### config.mk
export PLATFORM = sky130hd
export DESIGN_NAME = operand_fetch
export DESIGN_NICKNAME = d
export VERILOG_FILES = /design/src/rtl/operand_fetch.sv
export SDC_FILE = /design/constraint.sdc
export NUM_CORES = 1
export LEC_CHECK = 0
export ABC_AREA = 1
export BUFFER_PORTS_ARGS = -buffer_cell sky130_fd_sc_hd__buf_4
export CORE_MARGIN = 2
export CORE_UTILIZATION = 40
export DETAILED_ROUTE_END_ITERATION = 12
export HOLD_SLACK_MARGIN = 0.05
export PLACE_DENSITY = 0.72
export SLEW_MARGIN = 20
export SYNTH_ARGS = -nofsm -noshare
export SYNTH_HDL_FRONTEND = slang
export SYNTH_SLANG_ARGS = --single-unit
export TNS_END_PERCENT = 50
### constraint.sdc
create_clock -name clk -period 8.91 [get_ports clk]
set_input_delay 2.673 -clock clk [delete_from_list [all_inputs] [get_ports clk]]
set_output_delay 2.673 -clock clk [all_outputs]
set_load 0.005 [all_outputs]
### src/rtl/operand_fetch.sv
// Operand fetch stage: register-file read addressing, writeback forwarding, RAW/WAW
// scoreboard stalls and a registered valid/ready output slot toward execute.
module operand_fetch #(
    parameter int DATA_WIDTH = 32,
    parameter int ADDR_WIDTH = 5,
    parameter int CNT_WIDTH  = 16
) (
    input  logic                        clk,
    input  logic                        rst_n,
    input  logic                        in_valid,
    output logic                        in_ready,
    input  logic [ADDR_WIDTH-1:0]       in_ra,
    input  logic [ADDR_WIDTH-1:0]       in_rb,
    input  logic [ADDR_WIDTH-1:0]       in_rc,
    input  logic                        in_use_a,
    input  logic                        in_use_b,
    input  logic                        in_wr,
    output logic [ADDR_WIDTH-1:0]       rf_ra,
    output logic [ADDR_WIDTH-1:0]       rf_rb,
    input  logic [DATA_WIDTH-1:0]       rf_rd1,
    input  logic [DATA_WIDTH-1:0]       rf_rd2,
    input  logic                        wb_valid,
    input  logic [ADDR_WIDTH-1:0]       wb_rc,
    input  logic [DATA_WIDTH-1:0]       wb_data,
    output logic                        out_valid,
    input  logic                        out_ready,
    output logic [DATA_WIDTH-1:0]       out_a,
    output logic [DATA_WIDTH-1:0]       out_b,
    output logic [ADDR_WIDTH-1:0]       out_rc,
    output logic                        out_wr,
    output logic [(2**ADDR_WIDTH)-1:0]  busy,
    output logic [CNT_WIDTH-1:0]        stall_count
);

    localparam int NREGS = 2**ADDR_WIDTH;

    logic [NREGS-1:0]      r_busy;
    logic [NREGS-1:0]      w_busy_next;
    logic                  r_out_valid;
    logic [DATA_WIDTH-1:0] r_out_a;
    logic [DATA_WIDTH-1:0] r_out_b;
    logic [ADDR_WIDTH-1:0] r_out_rc;
    logic                  r_out_wr;
    logic [CNT_WIDTH-1:0]  r_stall_count;

    logic                  w_fwd_a;
    logic                  w_fwd_b;
    logic                  w_fwd_w;
    logic                  w_hz_a;
    logic                  w_hz_b;
    logic                  w_hz_w;
    logic                  w_space;
    logic                  w_ready;
    logic                  w_accept;
    logic                  w_stall;
    logic [DATA_WIDTH-1:0] w_op_a;
    logic [DATA_WIDTH-1:0] w_op_b;

    assign rf_ra = in_ra;
    assign rf_rb = in_rb;

    // The register file only commits the writeback at the edge, so a same-cycle
    // writeback must bypass the stale read data.
    assign w_fwd_a = wb_valid && (wb_rc == in_ra);
    assign w_fwd_b = wb_valid && (wb_rc == in_rb);
    assign w_fwd_w = wb_valid && (wb_rc == in_rc);
    assign w_op_a  = w_fwd_a ? wb_data : rf_rd1;
    assign w_op_b  = w_fwd_b ? wb_data : rf_rd2;

    assign w_hz_a   = in_use_a && r_busy[in_ra] && !w_fwd_a;
    assign w_hz_b   = in_use_b && r_busy[in_rb] && !w_fwd_b;
    assign w_hz_w   = in_wr && r_busy[in_rc] && !w_fwd_w;
    assign w_space  = !r_out_valid || out_ready;
    assign w_ready  = w_space && !w_hz_a && !w_hz_b && !w_hz_w;
    assign w_accept = in_valid && w_ready;
    assign w_stall  = in_valid && !w_ready;

    // Per-register scoreboard: a new in-flight write takes priority over a retiring one.
    generate
        for (genvar gi = 0; gi < NREGS; gi++) begin : g_busy
            logic w_set;
            logic w_clr;
            assign w_set = w_accept && in_wr && (in_rc == ADDR_WIDTH'(gi));
            assign w_clr = wb_valid && (wb_rc == ADDR_WIDTH'(gi));
            assign w_busy_next[gi] = w_set ? 1'b1 : (w_clr ? 1'b0 : r_busy[gi]);
        end
    endgenerate

    always_ff @(posedge clk or negedge rst_n) begin
        if (!rst_n) begin
            r_busy <= '0;
        end else begin
            r_busy <= w_busy_next;
        end
    end

    always_ff @(posedge clk or negedge rst_n) begin
        if (!rst_n) begin
            r_out_valid <= 1'b0;
            r_out_a     <= '0;
            r_out_b     <= '0;
            r_out_rc    <= '0;
            r_out_wr    <= 1'b0;
        end else if (w_accept) begin
            r_out_valid <= 1'b1;
            r_out_a     <= w_op_a;
            r_out_b     <= w_op_b;
            r_out_rc    <= in_rc;
            r_out_wr    <= in_wr;
        end else if (out_ready) begin
            r_out_valid <= 1'b0;
        end
    end

    always_ff @(posedge clk or negedge rst_n) begin
        if (!rst_n) begin
            r_stall_count <= '0;
        end else if (w_stall && (r_stall_count != {CNT_WIDTH{1'b1}})) begin
            r_stall_count <= r_stall_count + 1'b1;
        end
    end

    assign in_ready    = w_ready;
    assign out_valid   = r_out_valid;
    assign out_a       = r_out_a;
    assign out_b       = r_out_b;
    assign out_rc      = r_out_rc;
    assign out_wr      = r_out_wr;
    assign busy        = r_busy;
    assign stall_count = r_stall_count;

endmodule

==> flow_summary.ini, run 1 <==
[status]
outcome = completed

[worst_hold_path]
hp-start = out_a[16]$_DFFE_PN0P_
hold_class = register to register
hold_end = out_a[16]$_DFFE_PN0P_
worstHoldPathCells = 2

[grt]
grt_max_degree = 89
antenna_found_initial = 0
grt_pass1_vias = 7921
overflow = 0
grt_pass1_wl_um = 42170
grt_util_all_layers = 0.2699

[clock_network]
htreeDepth = 4
cts_setup_buffers = 0
ctsLongestPathBuffers = 2
clockRootBuffer = clkbuf_16
cts_sinks = 119
clk_latency_ns = 0.41
post_cts_resized = 0
clkTransAtPathRegs_ns = 0.05
hold_buffers = 0
numCtsBuffers = 17
tritoncts = built

[die]
start_util = 0.4107
rows = 49
fp.dieH_um = 140.5
die_area_sq_mm = 0.01974
pin_count = 254
core_sq_mm = 0.01815
die_w_um = 140.5

[critical_path]
cpPeakStageDelay_ns = 0.60
cpMaxStageDelayCell = inv_1
cp_num_buf_inv = 4
crit_chain = buf_4 -> inv_1 -> nor2_1 -> nor3_1 -> nand3_1 -> nand2_1 -> inv_1 -> nand3_1 -> nand3_2 -> nor2_4 -> buf_4
path_depth = 11
r2r_end = busy[8]$_DFFE_PN0P_
critical-path-top-delay-family = buffers and inverters
reg2reg_setup_slack_ns = 5.40
cp_max_fo = 29
endpoint_kind = primary output
crit_required_ns = 6.24
arrival_ns = 4.37
crit_type = input pin to primary output
rr_worst_depth = 12
r2r_start = busy[16]$_DFFE_PN0P_
worstSetupStartpointType = input pin

[placed_design]
globalplace.congestion = 0.9882
port_buffers = 253
pre_cts_slack_ns = 1.897
dp_hpwl_um = 19030
placed_cells = 1524

[routing]
initialDrtViolationCount = 688
vias = 8171
drc = 0
vias_per_cell = 5.251
ant_nets = 0
routed_wl_um = 26130
drt_first_pass_iters = 7
wire_per_inst_um = 16.79

[timing]
setup_violations = 0
post-route-period-util = 0.7909
hold_violations = 0
tightest_slew_ns = 0.9659
slew_headroom = 0.3561
rsz0062_at_grt = false
skew_ns = 0.01191
timing.fmax_mhz = 141.9
slew_viol_final = 0
tns_ns = 0
fin_ws_ns = 1.863
layout_min_cycle_time_ns = 7.047

[job]
drv_cap = 0

[layout]
fillCellCount = 1875
diodes = 0
final_cell_count_no_fill = 1556
nNetsFinal = 1439
drive_gt1_frac = 0.2253
area_growth_pct = 32.33

[yosys]
synth_edf_count = 0
avgSynthCellArea_sq_um = 6.685
synth_common_cells = nand2_1 (398), nand3_1 (144), o21ai_0 (123)
synth_area_leaders = dfrtp_1 (40%), nand2_1 (20%), nand3_1 (9.7%)
synth_ff_type = dfrtp_1
ys_seq_elements = 119
ys_seq_area_frac = 0.3995
synth_cell_types = 28
syn_nets = 1240
synth-warning-count = 0
yosysMostFrequentCell = nand2_1
syn-instance-count = 1115
synth.cell_area_sq_mm = 0.007453
synth_top_area_frac = 0.3995
ys_async_sr_fraction = 1.000
yosys.area.top_type = dfrtp_1

[power_and_ir_drop]
power.leakage_nw = 5.372
peakVddDrop_mv = 0.1410
powerDensity_mw_per_mm2 = 200.2
## logic make-up after synthesis
kind of cell,synth area share
AOI/OAI and AO/OA,0.1145
DFF,0.3995
adders and majority gates,0.001678
xor gates and xnor gates,0.01880
and+or+nand+nor,0.3604
buffers and inverters,0.1051
## report_power, final
group	switching [mW]	leakage, nW	internal, mW
Sequential	0.0968	1.52	0.651
Clock	0.253	0.282	0.425
Combinational	0.290	3.57	0.259
## worst max-delay path by stage
stage,startpoint,end
CTS,in_rc[4],in_ready
finish,in_rc[4],in_ready
global route,in_rc[4],in_ready
detailed placement,in_rc[4],in_ready
global placement,in_rc[4],in_ready
floorplan,in_rc[0],in_ready
## cell type report
| class | instances | area [sq um] | share of cell area |
|---|---|---|---|
| Timing Repair Buffer | 258 | 1937 | 0.1964 |
| Clock buffer | 20 | 456.7 | 0.04630 |
| Tap cell | 229 | 286.5 | 0.02905 |
| Clock inverter | 12 | 125.1 | 0.01269 |
| Sequential cell | 119 | 2978 | 0.3019 |
| Multi-Input combinational cell | 818 | 3705 | 0.3756 |
| Inverter | 100 | 375.4 | 0.03806 |
## layout by cell type (no fill, tap or decap)
master        n
buf_4       258
nand2_2       1
o211ai_1     13
inv_1        98
nand4_1      18
o31ai_1       2
or2_2         1
xnor2_1       5
nor2_4        1
ha_1          1
nor3_1       20
nand3_1     142
nand2_4       1
a21oi_1      17
nor4_1        3
clkinvlp_4    3
inv_6         2
clkbuf_8      2
inv_2         2
clkbuf_16    17
clkbuf_1      1
bufinv_16     2
clkinv_2      5
nor2_1       52
nor2_2        1
dfrtp_1     119
nand2_1     397
nand3_2       3
o31a_1        1
o22ai_1       5
o21ai_0     123
xor2_1       11
## per-stage QoR
step           hold WS [ns]    util  total power [mW]  instance area (sq um)
2_1_floorplan        0.4650       -            0.9827                   7453
3_3_place_gp         0.4560  0.5114             1.299                   9281
3_5_place_dp         0.4615  0.5114             1.306                   9281
4_1_cts              0.4755  0.5435             1.995                   9863
5_1_grt              0.5009  0.5435             2.103                   9863
6_report             0.4711  0.5435             1.975                   9863
## state kept, by name (all words and copies together) (netlist names)
register	flops
out_valid	1
out_a	32
stall_count	16
out_b	32
busy	32
out_rc	5
out_wr	1
## worst register-to-register path: stages (launching register included)
cell,delay (ns)
dfrtp_1,0.44
or2_2,0.30
nand3_1,0.07
nand3_1,0.09
nand3_1,0.10
nand3_1,0.07
nand3_1,0.17
nand3_2,0.12
nor2_4,0.12
buf_4,0.68
nand2_2,0.40
buf_4,0.46
o21ai_0,0.39
## per-layer routing
layer,vias to the layer above,routed length [um],track usage
met1,3771,10830,0.3622
met4,0,672,0.1042
li1,3982,-,-
met2,380,12140,0.4156
met5,-,0,0
met3,38,2488,0.07590
Power figures use the tool's default switching activity.
==> run 2: changes to the inputs <==
--- a/config.mk
+++ b/config.mk
@@ -5,13 +5,13 @@
 export SDC_FILE = /design/constraint.sdc
 export NUM_CORES = 1
 export LEC_CHECK = 0
-export ABC_AREA = 1
+export ABC_AREA = 0
 export BUFFER_PORTS_ARGS = -buffer_cell sky130_fd_sc_hd__buf_4
 export CORE_MARGIN = 2
 export CORE_UTILIZATION = 40
 export DETAILED_ROUTE_END_ITERATION = 12
 export HOLD_SLACK_MARGIN = 0.05
-export PLACE_DENSITY = 0.72
+export PLACE_DENSITY = 0.74
 export SLEW_MARGIN = 20
 export SYNTH_ARGS = -nofsm -noshare
 export SYNTH_HDL_FRONTEND = slang
==> constraint.sdc (replaced) <==
create_clock -name clk -period 6.52 [get_ports clk]
set_input_delay 1.956 -clock clk [delete_from_list [all_inputs] [get_ports clk]]
set_output_delay 1.956 -clock clk [all_outputs]
set_load 0.005 [all_outputs]
==> run 2 against run 1 <==
Against the previous run:
- combinational power rose by 20%
- first-iteration DRC count decreased by 44%
- largest power group unchanged
- highest routed layer unchanged
- design area is 9.0% lower
- register-to-register slack got worse by 2.3 ns
- clock-buffer cell count up 3
- utilization grew 2.4 points
==> flow_summary.ini, run 2 <==
[routing]
routed_wl_um = 19420
ant_nets = 0
vias_per_cell = 5.349
drc = 0
drt_first_pass_iters = 6
initialDrtViolationCount = 384
wire_per_inst_um = 18.05
vias = 5756

[timing]
layout_min_cycle_time_ns = 5.616
tightest_slew_ns = 1.121
slew_headroom = 0.2524
rsz0062_at_grt = false
slew_viol_final = 0
whs_ns = 0.4743
skew_ns = 0.01237
hold_violations = 0
tns_ns = 0
setup_violations = 0
timing.fmax_mhz = 178.1
post-route-period-util = 0.8613

[clock_network]
htreeDepth = 4
numCtsBuffers = 17
clockRootBuffer = clkbuf_16
cts_sinks = 119
tritoncts = built
ctsLongestPathBuffers = 2
cts_setup_buffers = 0
hold_buffers = 0
clk_latency_ns = 0.41
clkTransAtPathRegs_ns = 0.05
post_cts_resized = 0

[layout]
final_common_cell = buf_4
diodes = 0
post-route-util = 0.5672
area_growth_pct = 38.67
fillCellCount = 1398
drive_gt1_frac = 0.3756
layout_common_cells = buf_4 (256), dfrtp_1 (119), o21ai_0 (115)
nNetsFinal = 973

[job]
drv_cap = 0

[yosys]
ys_async_sr_fraction = 1.000
ys_seq_elements = 119
syn_nets = 751
ys_seq_area_frac = 0.4600
synth_common_cells = dfrtp_1 (119), o21ai_0 (115), mux2i_1 (96)
synth_area_leaders = dfrtp_1 (46%), mux2i_1 (15%), o21ai_0 (8.9%)
synth_ff_type = dfrtp_1
synth_cell_types = 40
synth.cell_area_sq_mm = 0.006474
yosysMostFrequentCell = dfrtp_1
avgSynthCellArea_sq_um = 10.34
synth-warning-count = 0
synth_top_area_frac = 0.4600
syn-instance-count = 626
synth_edf_count = 0
yosys.area.top_type = dfrtp_1

[power_and_ir_drop]
peakVddDrop_mv = 0.1702
powerDensity_mw_per_mm2 = 291.4
power.leakage_nw = 4.170

[critical_path]
crit_type = input pin to primary output
arrival_ns = 3.66
worstSetupStartpointType = input pin
endpoint_kind = primary output
cp_max_fo = 18
crit_required_ns = 4.56

[worst_hold_path]
hold_class = register to register

[grt]
antenna_found_initial = 0
grt_pass1_vias = 5637
grt_max_degree = 74
overflow = 0
grt_pass1_wl_um = 30440
grt_util_all_layers = 0.2240

[die]
pin_count = 254
die_area_sq_mm = 0.01722
core_sq_mm = 0.01583
rows = 46
fp.dieH_um = 131.2
start_util = 0.4090
die_w_um = 131.2

[placed_design]
port_buffers = 253
globalplace.congestion = 0.9693
dp_hpwl_um = 14380

[status]
outcome = completed
==> run 2: cell types whose count changed in the layout (fill, tap and decap cells not counted), sizes merged, moves of 13 or more <==
cell,before,now
inv,102,9
mux4,0,16
nand3,145,10
nand2,399,88
o211ai,13,0
nor2,54,9
mux2i,0,96
a21oi,17,0
nor3,20,5
nand4,18,3
xor2,11,24
==> run 2: cell type report <==
type                       instances  area, sq um  area share
multi-input combinational        445         3181      0.3543
clock inverter                     8        95.09     0.01059
inverter                           9        33.78    0.003763
sequential                       119         2978      0.3317
timing repair buffer             256         1922      0.2141
clock buffer                      23        498.0     0.05547
tap                              216        270.3     0.03010
==> run 2: stage by stage <==
step | cell area [sq um] | power [mW] | cells | worst slack (ns)
after global routing | 8977 | 2.748 | 1076 | 0.7928
after CTS | 8974 | 2.636 | 1076 | 0.9457
after global placement | 8381 | 1.684 | 1045 | 0.9341
after floorplan | 6474 | 1.284 | 626 | 1.140
after detailed placement | 8381 | 1.700 | 1045 | 0.9599
final | 8977 | 2.616 | 1076 | 0.9040
==> run 2: critical path: stages <==
cell	delay (ns)
buf_4	0.26
mux2i_1	0.11
mux4_2	0.48
a222oi_1	0.38
a22o_1	0.27
nor2_1	0.05
buf_4	0.14
==> run 2: cells by family after synthesis <==
group | share of synthesized area
AOI/OAI and AO/OA | 0.1247
xor gates and xnor gates | 0.04059
adders and majority gates | 0.001932
buffers and inverters | 0.05006
DFF | 0.4600
muxes | 0.2122
and+or+nand+nor | 0.1106
==> run 2: routing by layer <==
metal	vias to the layer above	global-route usage	part of all wire	wire length, um
met5	-	0	0	0
met4	0	0.09541	0.027	520
met3	43	0.05864	0.079	1543
met2	273	0.3538	0.48	9313
met1	2766	0.2924	0.41	8041
li1	2674	-	-	-
==> run 2: worst paths after layout <==
kind	start	end	slack, ns	cells after the start
max	in_rb[0]	in_ready	0.90	7
min	out_rc[1]$_DFFE_PN0P_	out_rc[1]$_DFFE_PN0P_	0.47	2
max reg2reg	busy[30]$_DFFE_PN0P_	out_a[13]$_DFFE_PN0P_	3.14	7
min reg2reg	out_rc[1]$_DFFE_PN0P_	out_rc[1]$_DFFE_PN0P_	0.47	2
max in group asynchronous	rst_n	out_a[22]$_DFFE_PN0P_	3.60	2
min in group asynchronous	rst_n	busy[8]$_DFFE_PN0P_	1.59	1
==> run 2: where the power goes <==
group	total (mW)	internal, mW	switching, mW
Clock	0.927	0.608	0.318
Sequential	1.03	0.888	0.141
Combinational	0.659	0.366	0.294
Total	2.62	1.86	0.753
